### config.mk
export PLATFORM = sky130hd
export DESIGN_NAME = alu_cmd_sequencer_flat
export DESIGN_NICKNAME = d
export VERILOG_FILES = /design/src/rtl/alu_cmd_sequencer_if.sv /design/src/rtl/alu_cmd_sequencer.sv /design/src/flat_wrapper.sv
export SDC_FILE = /design/constraint.sdc
export NUM_CORES = 1
export LEC_CHECK = 0
export ABC_AREA = 1
export BUFFER_PORTS_ARGS = -buffer_cell sky130_fd_sc_hd__buf_4
export CORE_ASPECT_RATIO = 0.6
export CORE_MARGIN = 8
export CORE_UTILIZATION = 55
export DETAILED_ROUTE_END_ITERATION = 10
export GPL_ROUTABILITY_DRIVEN = 0
export PLACE_DENSITY = 0.79
export SYNTH_ARGS = -nofsm -noshare
export SYNTH_HDL_FRONTEND = slang
export SYNTH_SLANG_ARGS = --single-unit
### constraint.sdc
create_clock -name clk -period 3.9 [get_ports clk]
set_input_delay 0.39 -clock clk [delete_from_list [all_inputs] [get_ports clk]]
set_output_delay 0.39 -clock clk [all_outputs]
set_load 0.005 [all_outputs]
### src/rtl/alu_cmd_sequencer_if.sv
// Command and response channels of the ALU command sequencer.
// The master side issues register-to-register or load-immediate commands and
// consumes responses. The slave side is the sequencer.
interface alu_cmd_sequencer_if;
  // command channel
  logic       cmd_valid;
  logic       cmd_ready;
  logic       cmd_load;
  logic [2:0] cmd_op;
  logic [1:0] cmd_dst;
  logic [1:0] cmd_srca;
  logic [1:0] cmd_srcb;
  logic       cmd_use_carry;
  logic [7:0] cmd_imm;
  // response channel
  logic       rsp_valid;
  logic       rsp_ready;
  logic [7:0] rsp_result;
  logic [2:0] rsp_flags;

  modport master (
    output cmd_valid, cmd_load, cmd_op, cmd_dst, cmd_srca, cmd_srcb,
           cmd_use_carry, cmd_imm, rsp_ready,
    input  cmd_ready, rsp_valid, rsp_result, rsp_flags
  );

  modport slave (
    input  cmd_valid, cmd_load, cmd_op, cmd_dst, cmd_srca, cmd_srcb,
           cmd_use_carry, cmd_imm, rsp_ready,
    output cmd_ready, rsp_valid, rsp_result, rsp_flags
  );
endinterface

### src/rtl/alu_cmd_sequencer.sv
// Command sequencer wrapped around an external combinational 8-bit ALU.
// Holds a 4 x 8-bit register file and a {C,Z,N} flag register, drives the ALU
// from registered operand latches, writes the ALU result back one cycle after
// accept and presents every result with its flags on the response channel.
module alu_cmd_sequencer (
  input  logic                      clk,
  input  logic                      rst_n,
  alu_cmd_sequencer_if.slave        bus,
  output logic [7:0]                alu_a,
  output logic [7:0]                alu_b,
  output logic [2:0]                alu_opcode,
  output logic                      alu_carry_in,
  input  logic [7:0]                alu_result,
  input  logic                      alu_carry_out,
  input  logic                      alu_zero,
  input  logic                      alu_negative,
  input  logic [1:0]                rd_addr,
  output logic [7:0]                rd_data
);

  typedef enum logic [1:0] {
    ST_IDLE = 2'd0,
    ST_EXEC = 2'd1,
    ST_RESP = 2'd2
  } state_t;

  state_t      state_r;
  state_t      next_state_s;

  logic [7:0]  regs_r [4];
  logic [2:0]  flags_r;        // {C, Z, N}
  logic [7:0]  rsp_result_r;
  logic [1:0]  dst_r;
  logic [7:0]  alu_a_r;
  logic [7:0]  alu_b_r;
  logic [2:0]  alu_opcode_r;
  logic        alu_carry_in_r;

  logic        load_acc_s;     // load command accepted this cycle
  logic        alu_acc_s;      // ALU command accepted this cycle
  logic        wb_s;           // ALU result written back this cycle

  // Next-state decode and per-cycle datapath strobes.
  always_comb begin
    next_state_s = state_r;
    load_acc_s   = 1'b0;
    alu_acc_s    = 1'b0;
    wb_s         = 1'b0;
    case (state_r)
      ST_IDLE: begin
        if (bus.cmd_valid) begin
          if (bus.cmd_load) begin
            load_acc_s   = 1'b1;
            next_state_s = ST_RESP;
          end else begin
            alu_acc_s    = 1'b1;
            next_state_s = ST_EXEC;
          end
        end else begin
          next_state_s = ST_IDLE;
        end
      end
      ST_EXEC: begin
        wb_s         = 1'b1;
        next_state_s = ST_RESP;
      end
      ST_RESP: begin
        if (bus.rsp_ready) begin
          next_state_s = ST_IDLE;
        end else begin
          next_state_s = ST_RESP;
        end
      end
      default: begin
        next_state_s = ST_IDLE;
      end
    endcase
  end

  // State register; reset abandons any command in flight.
  always_ff @(posedge clk or negedge rst_n) begin
    if (!rst_n) begin
      state_r <= ST_IDLE;
    end else begin
      state_r <= next_state_s;
    end
  end

  // Register file, flags, response data and ALU operand latches.
  always_ff @(posedge clk or negedge rst_n) begin
    if (!rst_n) begin
      for (int i = 0; i < 4; i++) begin
        regs_r[i] <= 8'h00;
      end
      flags_r        <= 3'b000;
      rsp_result_r   <= 8'h00;
      dst_r          <= 2'd0;
      alu_a_r        <= 8'h00;
      alu_b_r        <= 8'h00;
      alu_opcode_r   <= 3'b000;
      alu_carry_in_r <= 1'b0;
    end else if (load_acc_s) begin
      // Load keeps C and leaves the ALU latches untouched.
      regs_r[bus.cmd_dst] <= bus.cmd_imm;
      rsp_result_r        <= bus.cmd_imm;
      flags_r             <= {flags_r[2], (bus.cmd_imm == 8'h00), bus.cmd_imm[7]};
    end else if (alu_acc_s) begin
      // Sources are sampled here; any earlier writeback has already landed.
      alu_a_r        <= regs_r[bus.cmd_srca];
      alu_b_r        <= regs_r[bus.cmd_srcb];
      alu_opcode_r   <= bus.cmd_op;
      alu_carry_in_r <= bus.cmd_use_carry ? flags_r[2] : 1'b0;
      dst_r          <= bus.cmd_dst;
    end else if (wb_s) begin
      regs_r[dst_r] <= alu_result;
      rsp_result_r  <= alu_result;
      flags_r       <= {alu_carry_out, alu_zero, alu_negative};
    end
  end

  assign bus.cmd_ready  = (state_r == ST_IDLE);
  assign bus.rsp_valid  = (state_r == ST_RESP);
  assign bus.rsp_result = rsp_result_r;
  assign bus.rsp_flags  = flags_r;

  assign alu_a        = alu_a_r;
  assign alu_b        = alu_b_r;
  assign alu_opcode   = alu_opcode_r;
  assign alu_carry_in = alu_carry_in_r;

  assign rd_data = regs_r[rd_addr];

endmodule

### src/flat_wrapper.sv
// flat-port wrapper written by rule: the top's interface ports become plain ports
module alu_cmd_sequencer_flat 
  (clk, rst_n, alu_a, alu_b, alu_opcode, alu_carry_in, alu_result, alu_carry_out, alu_zero, alu_negative, rd_addr, rd_data, bus_cmd_valid, bus_cmd_load, bus_cmd_op, bus_cmd_dst, bus_cmd_srca, bus_cmd_srcb, bus_cmd_use_carry, bus_cmd_imm, bus_rsp_ready, bus_cmd_ready, bus_rsp_valid, bus_rsp_result, bus_rsp_flags);
  alu_cmd_sequencer_if bus_i ();
  input  logic clk;
  input  logic rst_n;
  output logic [7:0] alu_a;
  output logic [7:0] alu_b;
  output logic [2:0] alu_opcode;
  output logic alu_carry_in;
  input  logic [7:0] alu_result;
  input  logic alu_carry_out;
  input  logic alu_zero;
  input  logic alu_negative;
  input  logic [1:0] rd_addr;
  output logic [7:0] rd_data;
  input wire logic [$bits(bus_i.cmd_valid)-1:0] bus_cmd_valid;
  input wire logic [$bits(bus_i.cmd_load)-1:0] bus_cmd_load;
  input wire logic [$bits(bus_i.cmd_op)-1:0] bus_cmd_op;
  input wire logic [$bits(bus_i.cmd_dst)-1:0] bus_cmd_dst;
  input wire logic [$bits(bus_i.cmd_srca)-1:0] bus_cmd_srca;
  input wire logic [$bits(bus_i.cmd_srcb)-1:0] bus_cmd_srcb;
  input wire logic [$bits(bus_i.cmd_use_carry)-1:0] bus_cmd_use_carry;
  input wire logic [$bits(bus_i.cmd_imm)-1:0] bus_cmd_imm;
  input wire logic [$bits(bus_i.rsp_ready)-1:0] bus_rsp_ready;
  output wire logic [$bits(bus_i.cmd_ready)-1:0] bus_cmd_ready;
  output wire logic [$bits(bus_i.rsp_valid)-1:0] bus_rsp_valid;
  output wire logic [$bits(bus_i.rsp_result)-1:0] bus_rsp_result;
  output wire logic [$bits(bus_i.rsp_flags)-1:0] bus_rsp_flags;
  assign bus_i.cmd_valid = bus_cmd_valid;
  assign bus_i.cmd_load = bus_cmd_load;
  assign bus_i.cmd_op = bus_cmd_op;
  assign bus_i.cmd_dst = bus_cmd_dst;
  assign bus_i.cmd_srca = bus_cmd_srca;
  assign bus_i.cmd_srcb = bus_cmd_srcb;
  assign bus_i.cmd_use_carry = bus_cmd_use_carry;
  assign bus_i.cmd_imm = bus_cmd_imm;
  assign bus_i.rsp_ready = bus_rsp_ready;
  assign bus_cmd_ready = bus_i.cmd_ready;
  assign bus_rsp_valid = bus_i.rsp_valid;
  assign bus_rsp_result = bus_i.rsp_result;
  assign bus_rsp_flags = bus_i.rsp_flags;
  alu_cmd_sequencer u_core (.clk(clk), .rst_n(rst_n), .bus(bus_i), .alu_a(alu_a), .alu_b(alu_b), .alu_opcode(alu_opcode), .alu_carry_in(alu_carry_in), .alu_result(alu_result), .alu_carry_out(alu_carry_out), .alu_zero(alu_zero), .alu_negative(alu_negative), .rd_addr(rd_addr), .rd_data(rd_data));
endmodule
==> results of run 1 <==
path summary, 6_finish.rpt:
kind                                                   endpoint  slack (ps)  cells after the start
max                        u_core.bus.rsp_result[7]$_DFFE_PN0P_        1550                      7
min                        u_core.bus.rsp_result[0]$_DFFE_PN0P_         130                      1
max reg2reg                u_core.bus.rsp_result[7]$_DFFE_PN0P_        1550                      7
min reg2reg                u_core.bus.rsp_result[3]$_DFFE_PN0P_         480                      2
max in group asynchronous         u_core.regs_r[25]$_DFFE_PN0P_        3140                      1
min in group clk                    u_core.state_r[1]$_DFF_PN0_         230                      2
metal layers:
| metal | wire, um | GRT usage [%] | part of all wire [%] | vias to the layer above |
|---|---|---|---|---|
| met4 | 207 | 7.73 | 1.6 | 0 |
| met3 | 1360 | 6.76 | 11 | 24 |
| li1 | - | - | - | 2158 |
| met5 | 0 | 0 | 0 | - |
| met2 | 5490 | 35.8 | 43 | 270 |
| met1 | 5800 | 35.3 | 45 | 2073 |
cell usage in the layout (no fill, tap or decap):
| cell type | n |
|---|---|
| o21ai_0 | 33 |
| buf_4 | 77 |
| a21oi_1 | 44 |
| o21ai_1 | 2 |
| bufinv_16 | 1 |
| clkinv_2 | 3 |
| dfrtp_1 | 67 |
| clkbuf_8 | 1 |
| mux2_2 | 1 |
| nor2_1 | 39 |
| a21oi_4 | 1 |
| clkbuf_1 | 1 |
| clkbuf_16 | 9 |
| nor2_2 | 7 |
| nand2_2 | 1 |
| o31ai_1 | 1 |
| nand3_2 | 3 |
| o211ai_1 | 16 |
| nand2_1 | 321 |
| clkinvlp_4 | 1 |
| nor2_4 | 1 |
| inv_2 | 5 |
| inv_1 | 36 |
| nand3_1 | 38 |
power by group:
| group | leakage [nW] | internal, mW | switching [mW] |
|---|---|---|---|
| combinational | 1.78 | 0.395 | 0.526 |
| clock | 0.145 | 0.509 | 0.304 |
| sequential | 0.876 | 0.921 | 0.185 |
kinds of logic after synthesis:
family,Yosys count,share of synthesized area [%]
and+or+nand+nor,410,39.5
AOI/OAI and AO/OA,97,13.0
buffers and inverters,69,6.71
DFF,67,40.5
muxes,1,0.272
metrics by stage:
step	std cells	utilization (%)	power, mW	hold slack (ps)
after global routing	813	69.0	3.02	232
after detailed placement	797	65.0	2.02	467
final	813	69.0	2.84	131
after floorplan	644	-	1.59	94.4
after global placement	797	65.0	1.99	464
after CTS	813	69.0	2.84	205
cells in the mapped netlist (all sizes together):
cell type  number
a21oi          45
clkbuf         15
nand3          41
inv            41
nor2           47
dfrtp          67
buf            13
o31ai           1
o211ai         16
mux2            1
nand2         322
o21ai          35
registers in the layout, indices dropped and copies added, names as in the netlist:
signal,count
u_core.bus.rsp_result,8
u_core.alu_opcode,3
u_core.alu_b,8
u_core.alu_a,8
u_core.state_r,2
u_core.dst_r,2
u_core.alu_carry_in,1
u_core.regs_r,32
u_core.bus.rsp_flags,3
final cells by class:
cell class,instances,area (um^2)
Fill cell,629,2250
Multi-Input combinational cell,508,2180
Sequential cell,67,1680
Timing Repair Buffer,77,578
Clock buffer,11,243
Inverter,41,154
Tap cell,104,130
Clock inverter,5,52.6
==> impl_metrics.xml, run 1 <==
<?xml version="1.0" encoding="UTF-8"?>
<metrics>
  <group name="outcome">
    <metric name="status" unit="">complete, no violations</metric>
  </group>
  <group name="synthesis">
    <metric name="syn-mean-instance-area" unit="um^2">6.43</metric>
    <metric name="synthesis.yosys.warnings" unit="">0</metric>
    <metric name="synthesis_stage_register_bit_count" unit="">67</metric>
    <metric name="synth_top_area_share" unit="%">40.5</metric>
    <metric name="netlist_area" unit="mm^2">0.00414</metric>
    <metric name="seq_area_frac_synth" unit="%">40.5</metric>
    <metric name="postSynthCellCount" unit="">644</metric>
    <metric name="synth_cell_type_count" unit="">20</metric>
    <metric name="library_cell_with_the_largest_summed_area_after_synthesis" unit="">dfrtp_1</metric>
    <metric name="synth.top_cells.by_area" unit="">dfrtp_1, nand2_1, a21oi_1, nand3_1, o21ai_0</metric>
    <metric name="synthesized_nets" unit="">680</metric>
  </group>
  <group name="clock_tree">
    <metric name="clock_tree.htree_level_count" unit="">3</metric>
    <metric name="post-cts-setup-buffer-count" unit="">0</metric>
    <metric name="cts-hold-fix-buffers" unit="">0</metric>
    <metric name="cts.reportedPaths.clkPinSlew" unit="ps">60</metric>
    <metric name="clockRootBuffer" unit="">clkbuf_16</metric>
    <metric name="clock_sink_count" unit="">67</metric>
    <metric name="clk-insertion-delay-late" unit="ps">340</metric>
    <metric name="cts_tree" unit="">yes</metric>
    <metric name="cts_made_buffers" unit="">9</metric>
    <metric name="cts_resized" unit="">0</metric>
    <metric name="ctsLongestPathBuffers" unit="">2</metric>
  </group>
  <group name="detailed_routing">
    <metric name="finalWirelength" unit="um">12900</metric>
    <metric name="wire_per_inst" unit="um">15.8</metric>
    <metric name="vias_per_cell" unit="">5.57</metric>
    <metric name="detailedRoute.firstIterationViolations" unit="">590</metric>
    <metric name="drt_drc_violations_left" unit="">0</metric>
    <metric name="antenna_violating_nets_post_route" unit="">0</metric>
    <metric name="first_pass_iters" unit="">8</metric>
    <metric name="vias_post_dr" unit="">4525</metric>
  </group>
  <group name="worst_setup_path">
    <metric name="crit_start" unit="">u_core.state_r[1]$_DFF_PN0_</metric>
    <metric name="timing.critical_path.arrival" unit="ps">2630</metric>
    <metric name="critPathRequiredTime" unit="ps">4180</metric>
    <metric name="crit_path_cells" unit="">nor2_4 &gt; nand2_2 &gt; inv_2 &gt; nand2_1 &gt; nand2_1 &gt; nand2_1 &gt; nand2_1</metric>
    <metric name="worst_path_largest_cell_delay" unit="ps">660</metric>
    <metric name="critical-path-slowest-cell" unit="">inv_2</metric>
    <metric name="cp_num_buf_inv" unit="">1</metric>
    <metric name="cpMostUsedCell" unit="">nand2_1</metric>
    <metric name="critical_path.reg2reg.startpoint" unit="">u_core.state_r[1]$_DFF_PN0_</metric>
    <metric name="worstSetupPathType" unit="">reg -&gt; reg</metric>
    <metric name="cp-start-kind" unit="">flip-flop</metric>
    <metric name="worst-path-max-fanout" unit="">53</metric>
    <metric name="critical-path-top-delay-family" unit="">simple AND/OR/NAND/NOR gates</metric>
    <metric name="setup.worst_path.end_class" unit="">flip-flop</metric>
  </group>
  <group name="floorplan">
    <metric name="ios" unit="">77</metric>
    <metric name="design.die.area" unit="mm^2">0.0106</metric>
    <metric name="start_util" unit="%">56.9</metric>
    <metric name="die_w" unit="um">128</metric>
    <metric name="coreArea" unit="mm^2">0.00727</metric>
    <metric name="floorplan.die.height" unit="um">83.2</metric>
    <metric name="rows" unit="">24</metric>
  </group>
  <group name="sta">
    <metric name="timing.max_slew.rel_slack" unit="%">41.3</metric>
    <metric name="grt_setup_unrepaired" unit="">false</metric>
    <metric name="max_clock_freq" unit="GHz">0.426</metric>
    <metric name="postLayoutSetupSlackWorst" unit="ps">1550</metric>
    <metric name="worst-slew-pin-transition" unit="ps">881</metric>
    <metric name="slew_violations" unit="">0</metric>
    <metric name="clock_skew" unit="ps">4.59</metric>
    <metric name="hold_viol_final" unit="">0</metric>
    <metric name="min_period_over_period" unit="%">60.2</metric>
    <metric name="period_minus_slack" unit="ps">2350</metric>
    <metric name="setup_tns" unit="ps">0</metric>
    <metric name="final-setup-viol-count" unit="">0</metric>
  </group>
  <group name="placed_design">
    <metric name="placement.io_buffers" unit="">76</metric>
    <metric name="postPlaceCellArea" unit="mm^2">0.00472</metric>
    <metric name="place_ws" unit="ps">1580</metric>
    <metric name="place.detailed.hpwl" unit="um">9460</metric>
  </group>
  <group name="final_layout">
    <metric name="total_nets_final" unit="">740</metric>
    <metric name="final_layout_size_suffix_gt1_share" unit="%">15.7</metric>
    <metric name="antenna_cells_inserted" unit="">0</metric>
    <metric name="area_growth_syn_to_layout" unit="%">21.3</metric>
    <metric name="final_area" unit="mm^2">0.00502</metric>
  </group>
  <group name="power_and_ir_drop">
    <metric name="leakage" unit="nW">2.80</metric>
    <metric name="vdd_ir_drop_max" unit="V">0.000399</metric>
    <metric name="power_density" unit="mW/mm^2">566</metric>
  </group>
  <group name="flow_run">
    <metric name="cap_viol_max_count" unit="">0</metric>
  </group>
  <group name="global_routing">
    <metric name="antenna_found_initial" unit="">0</metric>
    <metric name="gr-usage-all-layers" unit="%">24.9</metric>
    <metric name="grt_overflow" unit="">0</metric>
    <metric name="largest_net_degree_at_the_start_of_global_routing" unit="">68</metric>
    <metric name="global_route_wire_length_before_repair" unit="um">21300</metric>
    <metric name="first_global_vias" unit="">4188</metric>
  </group>
  <group name="min_path">
    <metric name="hold_path.class" unit="">in -&gt; async</metric>
  </group>
</metrics>
Note: power is estimated with default switching activity, not from simulation.
==> run 2, diff against run 1 <==
--- a/config.mk
+++ b/config.mk
@@ -9,10 +9,10 @@
 export BUFFER_PORTS_ARGS = -buffer_cell sky130_fd_sc_hd__buf_4
 export CORE_ASPECT_RATIO = 0.6
 export CORE_MARGIN = 8
-export CORE_UTILIZATION = 55
+export CORE_UTILIZATION = 51
 export DETAILED_ROUTE_END_ITERATION = 10
 export GPL_ROUTABILITY_DRIVEN = 0
-export PLACE_DENSITY = 0.79
+export PLACE_DENSITY = 0.77
 export SYNTH_ARGS = -nofsm -noshare
 export SYNTH_HDL_FRONTEND = slang
 export SYNTH_SLANG_ARGS = --single-unit
==> constraint.sdc (replaced) <==
create_clock -name clk -period 2 [get_ports clk]
set_input_delay 0.2 -clock clk [delete_from_list [all_inputs] [get_ports clk]]
set_output_delay 0.2 -clock clk [all_outputs]
set_load 0.005 [all_outputs]
==> impl_metrics.xml, run 2 (same netlist as run 1, synthesis figures left out) <==
<?xml version="1.0" encoding="UTF-8"?>
<metrics>
  <group name="outcome">
    <metric name="status" unit="">complete, no violations</metric>
  </group>
  <group name="global_routing">
    <metric name="grt_busiest_layer" unit="">met2</metric>
    <metric name="grt_overflow" unit="">0</metric>
    <metric name="first_global_vias" unit="">4134</metric>
    <metric name="use_met3" unit="%">6.30</metric>
    <metric name="global_route_wire_length_before_repair" unit="um">19800</metric>
    <metric name="gr-usage-all-layers" unit="%">21.1</metric>
    <metric name="largest_net_degree_at_the_start_of_global_routing" unit="">44</metric>
    <metric name="use_met1" unit="%">28.4</metric>
    <metric name="grt.met2_usage" unit="%">32.8</metric>
    <metric name="antenna_found_initial" unit="">0</metric>
  </group>
  <group name="power_and_ir_drop">
    <metric name="overall_power" unit="mW">5.54</metric>
    <metric name="power_density" unit="mW/mm^2">1090</metric>
    <metric name="leakage" unit="nW">2.84</metric>
    <metric name="vdd_ir_drop_max" unit="V">0.000572</metric>
  </group>
  <group name="final_layout">
    <metric name="mostFrequentLayoutCells" unit="">nand2_1, buf_4, dfrtp_1</metric>
    <metric name="final_area" unit="mm^2">0.00509</metric>
    <metric name="antenna_cells_inserted" unit="">0</metric>
    <metric name="total_nets_final" unit="">747</metric>
    <metric name="largest_register_ffs" unit="">32</metric>
    <metric name="n_fill_cell" unit="">720</metric>
    <metric name="area_growth_syn_to_layout" unit="%">23.0</metric>
    <metric name="final_core_utilization" unit="%">64.6</metric>
    <metric name="final_layout_size_suffix_gt1_share" unit="%">16.5</metric>
    <metric name="final_common_cell" unit="">nand2_1</metric>
    <metric name="layoutNonFillerInstCount" unit="">824</metric>
    <metric name="registers.top_by_ff_count" unit="">u_core.regs_r</metric>
  </group>
  <group name="sta">
    <metric name="timing.max_slew.rel_slack" unit="%">57.8</metric>
    <metric name="clock_skew" unit="ps">7.71</metric>
    <metric name="setup_tns" unit="ps">0</metric>
    <metric name="final-setup-viol-count" unit="">0</metric>
    <metric name="slew_violations" unit="">0</metric>
    <metric name="holdWs" unit="ps">46.8</metric>
    <metric name="postLayoutSetupSlackWorst" unit="ps">237</metric>
    <metric name="worst-slew-pin-transition" unit="ps">633</metric>
    <metric name="period_minus_slack" unit="ps">1760</metric>
    <metric name="grt_setup_unrepaired" unit="">false</metric>
    <metric name="min_period_over_period" unit="%">88.1</metric>
    <metric name="max_clock_freq" unit="GHz">0.567</metric>
    <metric name="hold_viol_final" unit="">0</metric>
  </group>
  <group name="floorplan">
    <metric name="coreArea" unit="mm^2">0.00788</metric>
    <metric name="rows" unit="">25</metric>
    <metric name="die_w" unit="um">132</metric>
    <metric name="design.die.area" unit="mm^2">0.0113</metric>
    <metric name="floorplan.die.height" unit="um">85.8</metric>
    <metric name="ios" unit="">77</metric>
    <metric name="start_util" unit="%">52.5</metric>
  </group>
  <group name="clock_tree">
    <metric name="post-cts-setup-buffer-count" unit="">0</metric>
    <metric name="cts_made_buffers" unit="">9</metric>
    <metric name="ctsLongestPathBuffers" unit="">2</metric>
    <metric name="clock_tree.htree_level_count" unit="">3</metric>
    <metric name="cts_resized" unit="">0</metric>
    <metric name="clk-insertion-delay-late" unit="ps">340</metric>
    <metric name="clock_sink_count" unit="">67</metric>
    <metric name="cts-hold-fix-buffers" unit="">1</metric>
    <metric name="cts.reportedPaths.clkPinSlew" unit="ps">60</metric>
    <metric name="clockRootBuffer" unit="">clkbuf_16</metric>
    <metric name="cts_tree" unit="">yes</metric>
  </group>
  <group name="worst_setup_path">
    <metric name="worstSetupPathType" unit="">reg -&gt; reg</metric>
    <metric name="timing.critical_path.arrival" unit="ps">1990</metric>
    <metric name="worst-path-max-fanout" unit="">14</metric>
    <metric name="setup.worst_path.end_class" unit="">flip-flop</metric>
    <metric name="critPathRequiredTime" unit="ps">2230</metric>
    <metric name="cp-start-kind" unit="">flip-flop</metric>
  </group>
  <group name="placed_design">
    <metric name="postPlaceCellArea" unit="mm^2">0.00478</metric>
    <metric name="place.detailed.hpwl" unit="um">9070</metric>
    <metric name="placed_cells_incl_taps" unit="">807</metric>
    <metric name="placement.io_buffers" unit="">76</metric>
    <metric name="place_ws" unit="ps">250</metric>
  </group>
  <group name="detailed_routing">
    <metric name="vias_post_dr" unit="">4489</metric>
    <metric name="vias_per_cell" unit="">5.45</metric>
    <metric name="detailedRoute.firstIterationViolations" unit="">518</metric>
    <metric name="finalWirelength" unit="um">12100</metric>
    <metric name="first_pass_iters" unit="">7</metric>
    <metric name="antenna_violating_nets_post_route" unit="">0</metric>
    <metric name="wire_per_inst" unit="um">14.7</metric>
    <metric name="drt_drc_violations_left" unit="">0</metric>
  </group>
  <group name="flow_run">
    <metric name="cap_viol_max_count" unit="">0</metric>
  </group>
  <group name="min_path">
    <metric name="hold_path.class" unit="">in -&gt; reg</metric>
  </group>
</metrics>
run 2: path summary, 6_finish.rpt:
path,slack [ps],end,from,cells after the start
worst max register to register,240,u_core.regs_r[28]$_DFFE_PN0P_,u_core.state_r[0]$_DFF_PN0_,5
worst max-delay path,240,u_core.regs_r[28]$_DFFE_PN0P_,u_core.state_r[0]$_DFF_PN0_,5
min in group asynchronous,400,u_core.bus.rsp_flags[0]$_DFFE_PN0P_,rst_n,2
worst min-delay path,50,u_core.state_r[1]$_DFF_PN0_,bus_rsp_ready,2
worst min register to register,480,u_core.alu_b[6]$_DFFE_PN0P_,u_core.alu_b[6]$_DFFE_PN0P_,2
max in group asynchronous,1050,u_core.regs_r[17]$_DFFE_PN0P_,rst_n,3
run 2: metal layers:
| layer | share of wire, % | wire (um) | up-vias |
|---|---|---|---|
| li1 | - | - | 2165 |
| met1 | 45 | 5440 | 2121 |
| met2 | 45 | 5440 | 187 |
| met3 | 9.3 | 1130 | 16 |
| met4 | 0.92 | 112 | 0 |
| met5 | 0 | 0 | - |
run 2: where the power goes:
group,switching [mW],internal (mW)
registers,0.367,1.80
logic,0.995,0.806
clock network,0.613,0.959
total,1.98,3.56
run 2: layout make-up:
cell class                      instances  area [um^2]  share of cell area, %
Multi-Input combinational cell        508         2180                   42.9
Sequential cell                        67         1680                   32.9
Timing Repair Buffer                   84          646                   12.7
Clock buffer                            9          225                   4.43
Inverter                               41          154                   3.02
Tap cell                              108          135                   2.66
Clock inverter                          7         68.8                   1.35
run 2: worst max-delay path, cell delays in order (launching register included):
cell and delay (ps):
dfrtp_1 460, inv_2 90, a21oi_4 410, nand3_1 420, nand2_1 180, nand2_1 70
